--- config.mk ---
export PLATFORM = sky130hd
export DESIGN_NAME = dcache_wt
export DESIGN_NICKNAME = d
export VERILOG_FILES = /design/src/rtl/dcache_pkg.sv /design/src/rtl/dcache_array.sv /design/src/rtl/dcache_wt.sv
export SDC_FILE = /design/constraint.sdc
export NUM_CORES = 2
export LEC_CHECK = 0
export BUFFER_PORTS_ARGS = -buffer_cell sky130_fd_sc_hd__buf_2
export CORE_MARGIN = 5
export CORE_UTILIZATION = 35
export DETAILED_ROUTE_END_ITERATION = 12
export PLACE_DENSITY = 0.58
export SLEW_MARGIN = 10
export SYNTH_ARGS = -nofsm -noshare
export SYNTH_HDL_FRONTEND = slang
export SYNTH_SLANG_ARGS = --single-unit
--- constraint.sdc ---
create_clock -name clk -period 7 [get_ports clk]
set_input_delay 1.4 -clock clk [delete_from_list [all_inputs] [get_ports clk]]
set_output_delay 1.4 -clock clk [all_outputs]
set_load 0.05 [all_outputs]
--- src/rtl/dcache_pkg.sv ---
// Shared types and address helpers for the direct-mapped write-through data cache.
package dcache_pkg;

  localparam int ADDR_W         = 32;
  localparam int LINES          = 16;
  localparam int WORDS_PER_LINE = 4;
  localparam int OFF_W          = $clog2(WORDS_PER_LINE);
  localparam int IDX_W          = $clog2(LINES);
  localparam int TAG_W          = ADDR_W - 2 - OFF_W - IDX_W;

  localparam logic [1:0] S_IDLE   = 2'd0;
  localparam logic [1:0] S_REFILL = 2'd1;
  localparam logic [1:0] S_WRITE  = 2'd2;
  localparam logic [1:0] S_RESP   = 2'd3;

  typedef struct packed {
    logic [TAG_W-1:0] tag;
    logic [IDX_W-1:0] idx;
    logic [OFF_W-1:0] off;
  } line_addr_t;

  // Takes the word address (byte address without its two lane bits).
  function automatic line_addr_t split_addr(input logic [ADDR_W-3:0] word_addr);
    return line_addr_t'(word_addr);
  endfunction

  function automatic logic [ADDR_W-1:0] word_byte_addr(input logic [TAG_W-1:0] tag,
                                                       input logic [IDX_W-1:0] idx,
                                                       input logic [OFF_W-1:0] off);
    return {tag, idx, off, 2'b00};
  endfunction

endpackage

--- src/rtl/dcache_array.sv ---
// Tag, valid and data storage for the cache: combinational read, clocked writes.
module dcache_array
  import dcache_pkg::*;
(
  input  logic             clk,
  input  logic             rst,
  input  logic [IDX_W-1:0] rd_idx,
  input  logic [OFF_W-1:0] rd_off,
  output logic             rd_valid,
  output logic [TAG_W-1:0] rd_tag,
  output logic [31:0]      rd_word,
  input  logic [IDX_W-1:0] wr_idx,
  input  logic [OFF_W-1:0] wr_off,
  input  logic             word_we,
  input  logic [31:0]      word_wdata,
  input  logic [3:0]       word_be,
  input  logic             tag_we,
  input  logic [TAG_W-1:0] tag_wdata,
  input  logic             valid_set,
  input  logic             valid_clr,
  input  logic             flush_all
);

  logic [LINES-1:0] valid;
  logic [TAG_W-1:0] tags  [LINES];
  logic [31:0]      words [LINES][WORDS_PER_LINE];

  assign rd_valid = valid[rd_idx];
  assign rd_tag   = tags[rd_idx];
  assign rd_word  = words[rd_idx][rd_off];

  always_ff @(posedge clk or negedge rst) begin
    if (!rst)
      valid <= '0;
    else if (flush_all)
      valid <= '0;
    else if (valid_clr)
      valid[wr_idx] <= 1'b0;
    else if (valid_set)
      valid[wr_idx] <= 1'b1;
  end

  // Tag and data contents are only meaningful under a valid bit, so no reset.
  always_ff @(posedge clk) begin
    if (tag_we)
      tags[wr_idx] <= tag_wdata;
    if (word_we)
      for (int b = 0; b < 4; b++)
        if (word_be[b])
          words[wr_idx][wr_off][8*b +: 8] <= word_wdata[8*b +: 8];
  end

endmodule

--- src/rtl/dcache_wt.sv ---
// Direct-mapped, write-through, no-write-allocate data cache: FSM and backing-memory handshake.
module dcache_wt
  import dcache_pkg::*;
(
  input  logic              clk,
  input  logic              rst,
  input  logic              req_valid,
  input  logic              req_we,
  input  logic [ADDR_W-1:0] req_addr,
  input  logic [31:0]       req_wdata,
  input  logic [3:0]        req_be,
  input  logic              flush,
  output logic              ready,
  output logic [31:0]       rdata,
  output logic              rvalid,
  output logic              mem_req,
  output logic              mem_we,
  output logic [ADDR_W-1:0] mem_addr,
  output logic [31:0]       mem_wdata,
  output logic [3:0]        mem_be,
  input  logic              mem_ack,
  input  logic [31:0]       mem_rdata
);

  logic [1:0]       state;
  logic [OFF_W-1:0] cnt;
  logic [OFF_W-1:0] cnt_next;
  logic             flush_pend;
  line_addr_t       held;
  line_addr_t       req_line;
  line_addr_t       cur;

  logic             rd_valid;
  logic [TAG_W-1:0] rd_tag;
  logic [31:0]      rd_word;

  logic hit, ack, do_flush, accept, load_hit, load_miss, store, last_beat;
  logic unused_addr_bits;

  assign unused_addr_bits = ^req_addr[1:0];

  // Lookups use the live request while idle and the latched one while busy.
  assign req_line  = split_addr(req_addr[ADDR_W-1:2]);
  assign cur       = (state == S_IDLE) ? req_line : held;
  assign cnt_next  = cnt + 1'b1;

  assign ack       = mem_ack && mem_req;
  assign hit       = rd_valid && (rd_tag == cur.tag);
  assign do_flush  = flush || flush_pend;
  assign accept    = (state == S_IDLE) && req_valid && !do_flush;
  assign load_hit  = accept && !req_we && hit;
  assign load_miss = accept && !req_we && !hit;
  assign store     = accept && req_we;
  assign last_beat = (state == S_REFILL) && ack && (cnt == OFF_W'(WORDS_PER_LINE - 1));

  dcache_array u_array (
    .clk        (clk),
    .rst        (rst),
    .rd_idx     (cur.idx),
    .rd_off     (cur.off),
    .rd_valid   (rd_valid),
    .rd_tag     (rd_tag),
    .rd_word    (rd_word),
    .wr_idx     (cur.idx),
    .wr_off     ((state == S_REFILL) ? cnt : cur.off),
    .word_we    ((store && hit) || ((state == S_REFILL) && ack)),
    .word_wdata ((state == S_REFILL) ? mem_rdata : req_wdata),
    .word_be    ((state == S_REFILL) ? 4'hF : req_be),
    .tag_we     (last_beat),
    .tag_wdata  (cur.tag),
    .valid_set  (last_beat),
    .valid_clr  (load_miss),
    .flush_all  ((state == S_IDLE) && do_flush)
  );

  // A request completes on the edge where ready is high.
  always_comb begin
    ready = 1'b0;
    if (!rst)
      ready = 1'b1;
    else begin
      case (state)
        S_IDLE:  ready = !(req_valid && (do_flush || req_we || !hit));
        S_WRITE: ready = ack;
        S_RESP:  ready = 1'b1;
        default: ready = 1'b0;
      endcase
    end
  end

  always_ff @(posedge clk or negedge rst) begin
    if (!rst) begin
      state      <= S_IDLE;
      cnt        <= '0;
      held       <= '0;
      flush_pend <= 1'b0;
      rvalid     <= 1'b0;
      rdata      <= '0;
      mem_req    <= 1'b0;
      mem_we     <= 1'b0;
      mem_addr   <= '0;
      mem_wdata  <= '0;
      mem_be     <= '0;
    end else begin
      rvalid     <= 1'b0;
      flush_pend <= (state == S_IDLE) ? 1'b0 : (flush_pend || flush);
      case (state)
        S_IDLE: begin
          if (load_hit) begin
            rdata  <= rd_word;
            rvalid <= 1'b1;
          end else if (load_miss) begin
            held     <= req_line;
            cnt      <= '0;
            state    <= S_REFILL;
            mem_req  <= 1'b1;
            mem_we   <= 1'b0;
            mem_addr <= word_byte_addr(req_line.tag, req_line.idx, '0);
          end else if (store) begin
            held      <= req_line;
            state     <= S_WRITE;
            mem_req   <= 1'b1;
            mem_we    <= 1'b1;
            mem_addr  <= {req_addr[ADDR_W-1:2], 2'b00};
            mem_wdata <= req_wdata;
            mem_be    <= req_be;
          end
        end
        S_REFILL: begin
          if (ack) begin
            cnt      <= cnt_next;
            mem_addr <= word_byte_addr(held.tag, held.idx, cnt_next);
            if (last_beat) begin
              mem_req <= 1'b0;
              state   <= S_RESP;
            end
          end
        end
        S_WRITE: begin
          if (ack) begin
            mem_req <= 1'b0;
            mem_we  <= 1'b0;
            state   <= S_IDLE;
          end
        end
        default: begin
          rdata  <= rd_word;
          rvalid <= 1'b1;
          state  <= S_IDLE;
        end
      endcase
    end
  end

endmodule
Word level (Yosys, flattened, before mapping)
Memories as Yosys holds them, arrays and structs flattened.
Cells that the tools add are included.
{"block": "totals", "mem_count": 2, "ff_bits": 154, "ramBits": 2432, "in_bits": 106, "wordCells": 919, "output_inout_bits": 104}
{"name": "u_array.words", "words": 16, "width": 128, "rd": 1, "rd_ports_with_merged_regs": 0, "write_ports": 1, "line_no": "dcache_array.sv:26", "rtl": "logic [31:0] words [LINES][WORDS_PER_LINE];"}
{"name": "u_array.tags", "words": 16, "width": 24, "rd": 1, "rd_ports_with_merged_regs": 0, "write_ports": 1, "line_no": "dcache_array.sv:25", "rtl": "logic [TAG_W-1:0] tags [LINES];"}
{"block": "classes", "eq_ne": 12, "n_mux": 455, "n_bitwise": 392, "magnitude_cmp": 5, "addsub": 1, "n_reduce_logical": 38}
{"op": "$mux W128", "count": 4}
{"op": "$mux W1", "count": 407}
{"op": "$or A1 B1 Y1", "count": 384}
{"op": "$mux W32", "count": 9}
{"op": "$demux W32 S2", "count": 4}
{"op": "$pmux W32 S2", "count": 2}
{"op": "$mux W30", "count": 3}
{"op": "$bmux W32 S2", "count": 1}
{"op": "$mux W16", "count": 4}
{"op": "$eq A24 B24 Y1", "count": 1}
{"op": "$mux W24", "count": 1}
{"op": "$mux W2", "count": 10}
{"op": "$and A16 B16 Y16", "count": 1}
{"op": "$not A16 Y16", "count": 1}
{"op": "$or A16 B16 Y16", "count": 1}
{"op": "$reduce_and A4 Y1", "count": 4}
{"op": "$logic_and A1 B1 Y1", "count": 15}
{"op": "$ne A2 B2 Y1 const B", "count": 6}
{"op": "$mux W8", "count": 1}
{"op": "$eq A2 B2 Y1 const B", "count": 3}
{"op": "$ge A3 B3 Y1 const B", "count": 2}
{"op": "$not A2 Y3", "count": 2}
{"op": "$pmux W1 S3", "count": 2}
{"op": "$pmux W2 S3", "count": 1}
{"op": "22 further kinds", "count": 34}

Logic depth before layout (Yosys ltp)
{"block": "depth", "ltp_word": 12, "depth_mapped": 18, "depth_no_buf": 12}

Modules after synthesis
Synthesis repeated with hierarchy kept, for this count alone.
{"block": "hier_totals", "cells_unflattened": 4741, "hier_area_um2": 101617.5}
{"mod": "dcache_array", "area_each_um2": 94484.4, "instances": 1, "cells_each": 4237, "seq_area_each_um2": 73430.4}
{"mod": "dcache_wt", "area_each_um2": 7133.1, "instances": 1, "cells_each": 504, "seq_area_each_um2": 3403.3}

Worst setup path after synthesis
No wires, ideal clock.
{"block": "synth_path", "path_type": "input -> output", "from": "input req_addr[4]", "to": "output ready", "t_required_ps": 5600, "n_path_buf": 3, "arrival_ps": 4777, "setup_slack_ps": 823, "stages": 13, "cell_sequence": "buf_2 nand3b_1 buf_1 buf_1 a21oi_1 o41ai_1 nand4_1 xnor2_1 nor3_1 nand3_1 nor3_2 a31oi_1 o21ai_0"}
{"block": "synth_between", "elab_chain_len": 10, "elab_cells_between_ends": 12, "cone_classes": "eq/ne: 1; mux: 5; reduce/logical: 5; memory: 1"}
{"item": "from (decl)", "line_no": "dcache_wt.sv:9", "rtl": "input logic [ADDR_W-1:0] req_addr,"}
{"item": "$mux W30 *", "line_no": "dcache_wt.sv:44", "rtl": "assign cur = (state == S_IDLE) ? req_line : held;"}
{"item": "$mem_v2 Z16 W24 / $bmux W1 S4 (equally long branches)"}
{"item": "$eq A24 B24 Y1 / $mux W1 (equally long branches)", "line_no": "dcache_wt.sv:48, dcache_array.sv:28"}
{"item": "$logic_and A1 B1 Y1 *", "line_no": "dcache_wt.sv:48", "rtl": "assign hit = rd_valid && (rd_tag == cur.tag);"}
{"item": "$logic_not A1 Y1 *", "line_no": "dcache_wt.sv:83", "rtl": "S_IDLE: ready = !(req_valid && (do_flush || req_we || !hit));"}
{"item": "$logic_or A1 B1 Y1 *", "line_no": "dcache_wt.sv:83"}
{"item": "$logic_and A1 B1 Y1 *", "line_no": "dcache_wt.sv:83"}
{"item": "$logic_not A1 Y1 *", "line_no": "dcache_wt.sv:83"}
{"item": "$pmux W1 S3 *", "line_no": "dcache_wt.sv:82", "rtl": "case (state)"}
{"item": "$mux W1 *", "line_no": "dcache_wt.sv:79", "rtl": "if (!rst)"}
{"item": "to (decl)", "line_no": "dcache_wt.sv:13", "rtl": "output logic ready,"}
Every way passes the cells marked *; elsewhere a longest branch is shown, timed or not. The select of a mux whose other input is x is not followed.

Worst setup path in the final report
{"block": "layout_path", "from": "register state[0]", "to": "output ready"}
{"block": "layout_between", "elab_chain_len": 11, "elab_cells_between_ends": 15, "cone_classes": "eq/ne: 3; mux: 5; reduce/logical: 6; memory: 1"}
{"item": "from (decl)", "line_no": "dcache_wt.sv:25", "rtl": "logic [1:0] state;"}
{"item": "from (signal assigned)", "line_no": "dcache_wt.sv:93", "rtl": "state <= S_IDLE;"}
{"item": "from (signal assigned)", "line_no": "dcache_wt.sv:115", "rtl": "state <= S_REFILL;"}
{"item": "from (signal assigned)", "line_no": "dcache_wt.sv:121", "rtl": "state <= S_WRITE;"}
{"item": "$logic_not A2 Y1", "line_no": "dcache_wt.sv:44, dcache_wt.sv:82"}
{"item": "$mux W30", "line_no": "dcache_wt.sv:44"}
{"item": "$mem_v2 Z16 W24 / $bmux W1 S4 (equally long branches)"}
{"item": "$eq A24 B24 Y1 / $mux W1 (equally long branches)", "line_no": "dcache_wt.sv:48, dcache_array.sv:28"}
{"item": "$logic_and A1 B1 Y1", "line_no": "dcache_wt.sv:48"}
{"item": "$logic_not A1 Y1", "line_no": "dcache_wt.sv:83"}
{"item": "$logic_or A1 B1 Y1", "line_no": "dcache_wt.sv:83"}
{"item": "$logic_and A1 B1 Y1", "line_no": "dcache_wt.sv:83"}
{"item": "$logic_not A1 Y1", "line_no": "dcache_wt.sv:83"}
{"item": "$pmux W1 S3 *", "line_no": "dcache_wt.sv:82"}
{"item": "$mux W1 *", "line_no": "dcache_wt.sv:79"}
Marks and branches as above.

==> results.md <==
- Detailed-route vias per instance: 5.37
- Class of the tightest hold or removal check: register to register
- Buffer levels on the longest clock path: 4
- Netlist Area Pre-Place: 0.102 mm^2
- Worst Path Buf+Inv: 5
- Vias: 52500
- Final routed DRC violation total: 0
- Clock insertion delay at the later pin of the skew report: 0.85 ns
- Fin Setup TNS: 0 ns
- Register clock-pin slew on the reported worst setup and hold paths: 0.06 ns
- Cell Area, Placed: 0.110 mm^2
- Post-layout instance count excluding filler cells: 9779
- FILL cells: 25400
- Number of distinct library cells after synthesis: 68
- Critical-path maximum fanout: 20
- Synth Instances: 5123
- Wire length of the first global-routing pass: 380 mm
- Final design instance area without fill: 0.118 mm^2
- Ports placed on the boundary: 210
- Fin nets: 5796
- Routed WL per cell: 26.8 um
- Slew Viols, Final: 0
- Slew at the pin with the worst max-slew slack: 1.26 ns
- Yosys synthesis warning count: 0
- Utilization of the core after routing: 41.0%
- Placed Cells incl. Taps: 9286
- Clock sink count: 2584
- Post-synthesis area per instance: 19.8 um^2
- Worst hold margin: 0.484 ns
- EDFF count, synth: 2432
- Required arrival time at the worst endpoint: 5.60 ns
- CP startpoint kind: register
- Instance count on the critical path: 16
- Crit-path slowest cell: sky130_fd_sc_hd__dfrtp_1
- Proportion of layout cells with a drive suffix above 1: 30.0%
- Flop pwr share: 37.6%
- Iteration count of the initial detailed-routing pass: 6
- Type of destination of the critical path: output port
- Sequence of cells on the critical path: inv_1, ha_4, buf_8, nor2b_1, a22oi_2, buf_4, a41oi_1, nor4_1, xnor2_1, nor4_1, nand3_2, nor3_2, a31oi_1, o21ai_0, buf_4, buf_2
- Final setup violation count: 0
- Initial antenna violation count: 26
- Internal power consumption: 33.2 mW
- Stage delay of the slowest cell on the critical path: 0.50 ns
- Main area contributors after synthesis: sky130_fd_sc_hd__edfxtp_1 72%, sky130_fd_sc_hd__mux4_2 12%, sky130_fd_sc_hd__dfrtp_1 3.7%, sky130_fd_sc_hd__a22oi_1 1.9%, sky130_fd_sc_hd__a21o_1 1.8%
- Worst supply voltage drop on vdd: 0.000315 V
- Sequential element share of the synthesized area: 75.6%
- Via count of the first global-routing pass: 54100
- Arrival time worst endpoint: 5.29 ns
- GR Overflow Total: 0
- Detailed Route Iter0 Violations: 5385
- Async S/R FF share, synth: 5.88%
- Core Box Area: 0.289 mm^2
- Global routing usage summed across all routing layers: 17.0%
- Unrepaired setup endpoints after global routing: no
- Area of the multi-input gates: 0.0235 mm^2
- Worst R2R Path Depth: 13
- Post-DRT Antenna Nets: 0
- Die extent in y: 549 um
- Clk root buf: sky130_fd_sc_hd__clkbuf_16
- Leakage: 38.2 nW
- Run status: complete, no violations
- Final HPWL DP: 149 mm
- NetSw: 17.5 mW
- Seq. cell area: 0.0768 mm^2
- Cell taking the most area after synthesis: sky130_fd_sc_hd__edfxtp_1
- Rel. slew slack: 15.2%
- Die Outline Area: 0.301 mm^2
- Relative contribution of combinational cells to total power: 34.8%
- Prevailing post-synth register cell: sky130_fd_sc_hd__edfxtp_1
- Clock buffers created by TritonCTS: 272
- Min Tclk post-route: 6.69 ns
- Tcrit/Tclk final: 95.5%
- Pin count of the biggest net entering global routing: 138
- Area growth from synthesis to final layout: 16.5%
- Switching share of power: 34.5%
- Total wire length: 262 mm
- RePlAce Congestion: 0.771
- Total count of hold-check failures in the final report: 0
- Core Rows: 197
- Worst path top cell family by delay: simple AND/OR/NAND/NOR gates
- Hold path depth: 1
- Portion of synthesized cell area occupied by the leading cell type: 71.9%
- Number of storage elements in the synthesis netlist: 2584
- Achievable clock frequency: 0.150 GHz
- Count of input and output buffers: 205
- Category of the critical setup timing path: register to output port
- Clock network fraction of total power: 27.6%
- Number of buffers inserted by hold repair at cts: 0
- TritonCTS clock tree: built
- Power per cell area: 428 mW/mm^2
- Die outline width: 549 um
- Starting density of the core: 35.2%
- Fin Clk Skew: 0.0661 ns
- H-tree levels: 5
- Count of max-cap constraint violations: 0
==> through the flow <==
stage	setup slack, ns	total power, mW
3_3_place_gp	0.356	37.0
3_5_place_dp	0.339	37.2
4_1_cts	0.0121	51.3
2_1_floorplan	0.823	30.8
5_1_grt	0.0470	52.9
6_report	0.314	50.7
==> layer usage <==
| layer | track usage [%] | vias to the layer above | wire, um |
|---|---|---|---|
| li1 | - | 22200 | - |
| met1 | 23.7 | 27800 | 109000 |
| met2 | 27.3 | 2041 | 125000 |
| met3 | 3.34 | 429 | 19500 |
| met4 | 4.98 | 8 | 7610 |
| met5 | 0 | - | 42 |
==> registers in the layout, indices dropped and copies added, names as in the netlist, 2 cells and up <==
register       cells
state              2
cnt                2
u_array.valid     16
held              30
rdata             32
mem_be             4
u_array.tags     384
u_array.words   2048
mem_addr          30
mem_wdata         32
==> area by class of cell <==
class,instances,share of cell area [%]
clock inverter,132,0.946
tap,3880,4.10
timing repair buffer,628,3.77
inverter,29,0.0920
clock buffer,347,6.27
sequential,2584,64.9
antenna,10,0.0211
multi-input combinational,2169,19.9
==> path summary, 6_finish.rpt <==
check,slack [ns],from,to
worst min-delay path,0.48,rdata[14],rdata[14]
worst min register to register,0.48,rdata[14],rdata[14]
worst max register to register,1.58,state[0],rdata[24]
min in group asynchronous,0.56,rst,mem_wdata[21]
max in group asynchronous,5.12,rst,u_array.valid[7]
worst max-delay path,0.31,state[0],ready
==> Yosys cell counts, types with 6 or more instances <==
| cell type | instances |
|---|---|
| sky130_fd_sc_hd__nor4_1 | 15 |
| sky130_fd_sc_hd__mux2_1 | 35 |
| sky130_fd_sc_hd__xnor2_1 | 20 |
| sky130_fd_sc_hd__o41ai_1 | 8 |
| sky130_fd_sc_hd__mux4_2 | 541 |
| sky130_fd_sc_hd__inv_1 | 29 |
| sky130_fd_sc_hd__nor2_1 | 306 |
| sky130_fd_sc_hd__buf_2 | 64 |
| sky130_fd_sc_hd__a21o_1 | 237 |
| sky130_fd_sc_hd__nand3_1 | 164 |
| sky130_fd_sc_hd__a41oi_1 | 54 |
| sky130_fd_sc_hd__buf_1 | 86 |
| sky130_fd_sc_hd__a22oi_1 | 263 |
| sky130_fd_sc_hd__dfrtp_1 | 152 |
| sky130_fd_sc_hd__buf_6 | 9 |
| sky130_fd_sc_hd__clkbuf_1 | 178 |
| sky130_fd_sc_hd__and2_1 | 7 |
| sky130_fd_sc_hd__o2111ai_1 | 7 |
| sky130_fd_sc_hd__a21oi_1 | 56 |
| sky130_fd_sc_hd__ha_1 | 6 |
| sky130_fd_sc_hd__nand2_1 | 110 |
| sky130_fd_sc_hd__nor3_1 | 22 |
| sky130_fd_sc_hd__mux2_2 | 126 |
| sky130_fd_sc_hd__o21ai_0 | 59 |
| sky130_fd_sc_hd__edfxtp_1 | 2432 |
| sky130_fd_sc_hd__mux2i_1 | 24 |
| sky130_fd_sc_hd__nor4_2 | 6 |
| sky130_fd_sc_hd__mux2_4 | 31 |
==> logic make-up after synthesis <==
logic type | after synthesis | share of synthesized area [%]
buf+inv | 372 | 1.56
compound gates | 715 | 5.13
flops | 2584 | 75.6
simple gates | 664 | 2.90
mux | 758 | 14.5
other cells | 1 | 0.00369
xor+xnor | 23 | 0.198
fa+ha+maj | 6 | 0.0739
==> timing repair <==
action | CTS | global route
buffers inserted | 0 | 3
gates resized for setup | 4 | 6
endpoints found under the setup margin | 1 | 1
pin swaps | 1 | 1
cloned | 1 | 0
==> layout by cell type (no fill, tap or decap), types with 28 or more instances in the layout <==
cell,count
sky130_fd_sc_hd__a41oi_1,54
sky130_fd_sc_hd__inv_1,28
sky130_fd_sc_hd__nor2_1,304
sky130_fd_sc_hd__edfxtp_1,2432
sky130_fd_sc_hd__clkinv_2,38
sky130_fd_sc_hd__buf_4,401
sky130_fd_sc_hd__mux2_4,30
sky130_fd_sc_hd__a22oi_1,262
sky130_fd_sc_hd__a21oi_1,56
sky130_fd_sc_hd__dfrtp_1,152
sky130_fd_sc_hd__clkbuf_1,54
sky130_fd_sc_hd__clkbuf_16,283
sky130_fd_sc_hd__mux2_2,126
sky130_fd_sc_hd__o21ai_0,59
sky130_fd_sc_hd__clkinv_1,51
sky130_fd_sc_hd__mux2_1,35
sky130_fd_sc_hd__a21o_1,237
sky130_fd_sc_hd__nand2_1,110
sky130_fd_sc_hd__mux4_2,541
sky130_fd_sc_hd__buf_2,204
sky130_fd_sc_hd__nand3_1,162
==> power groups by stage <==
stage | logic [mW] | registers [mW] | clock network [mW]
2_1_floorplan | 10.5 | 20.3 | 0
3_3_place_gp | 17.7 | 19.4 | 0
3_5_place_dp | 17.8 | 19.4 | 0
4_1_cts | 17.9 | 19.1 | 14.3
5_1_grt | 18.8 | 19.1 | 15.0
6_report | 17.6 | 19.1 | 14.0
No activity file was read; power rests on OpenSTA's default activity.
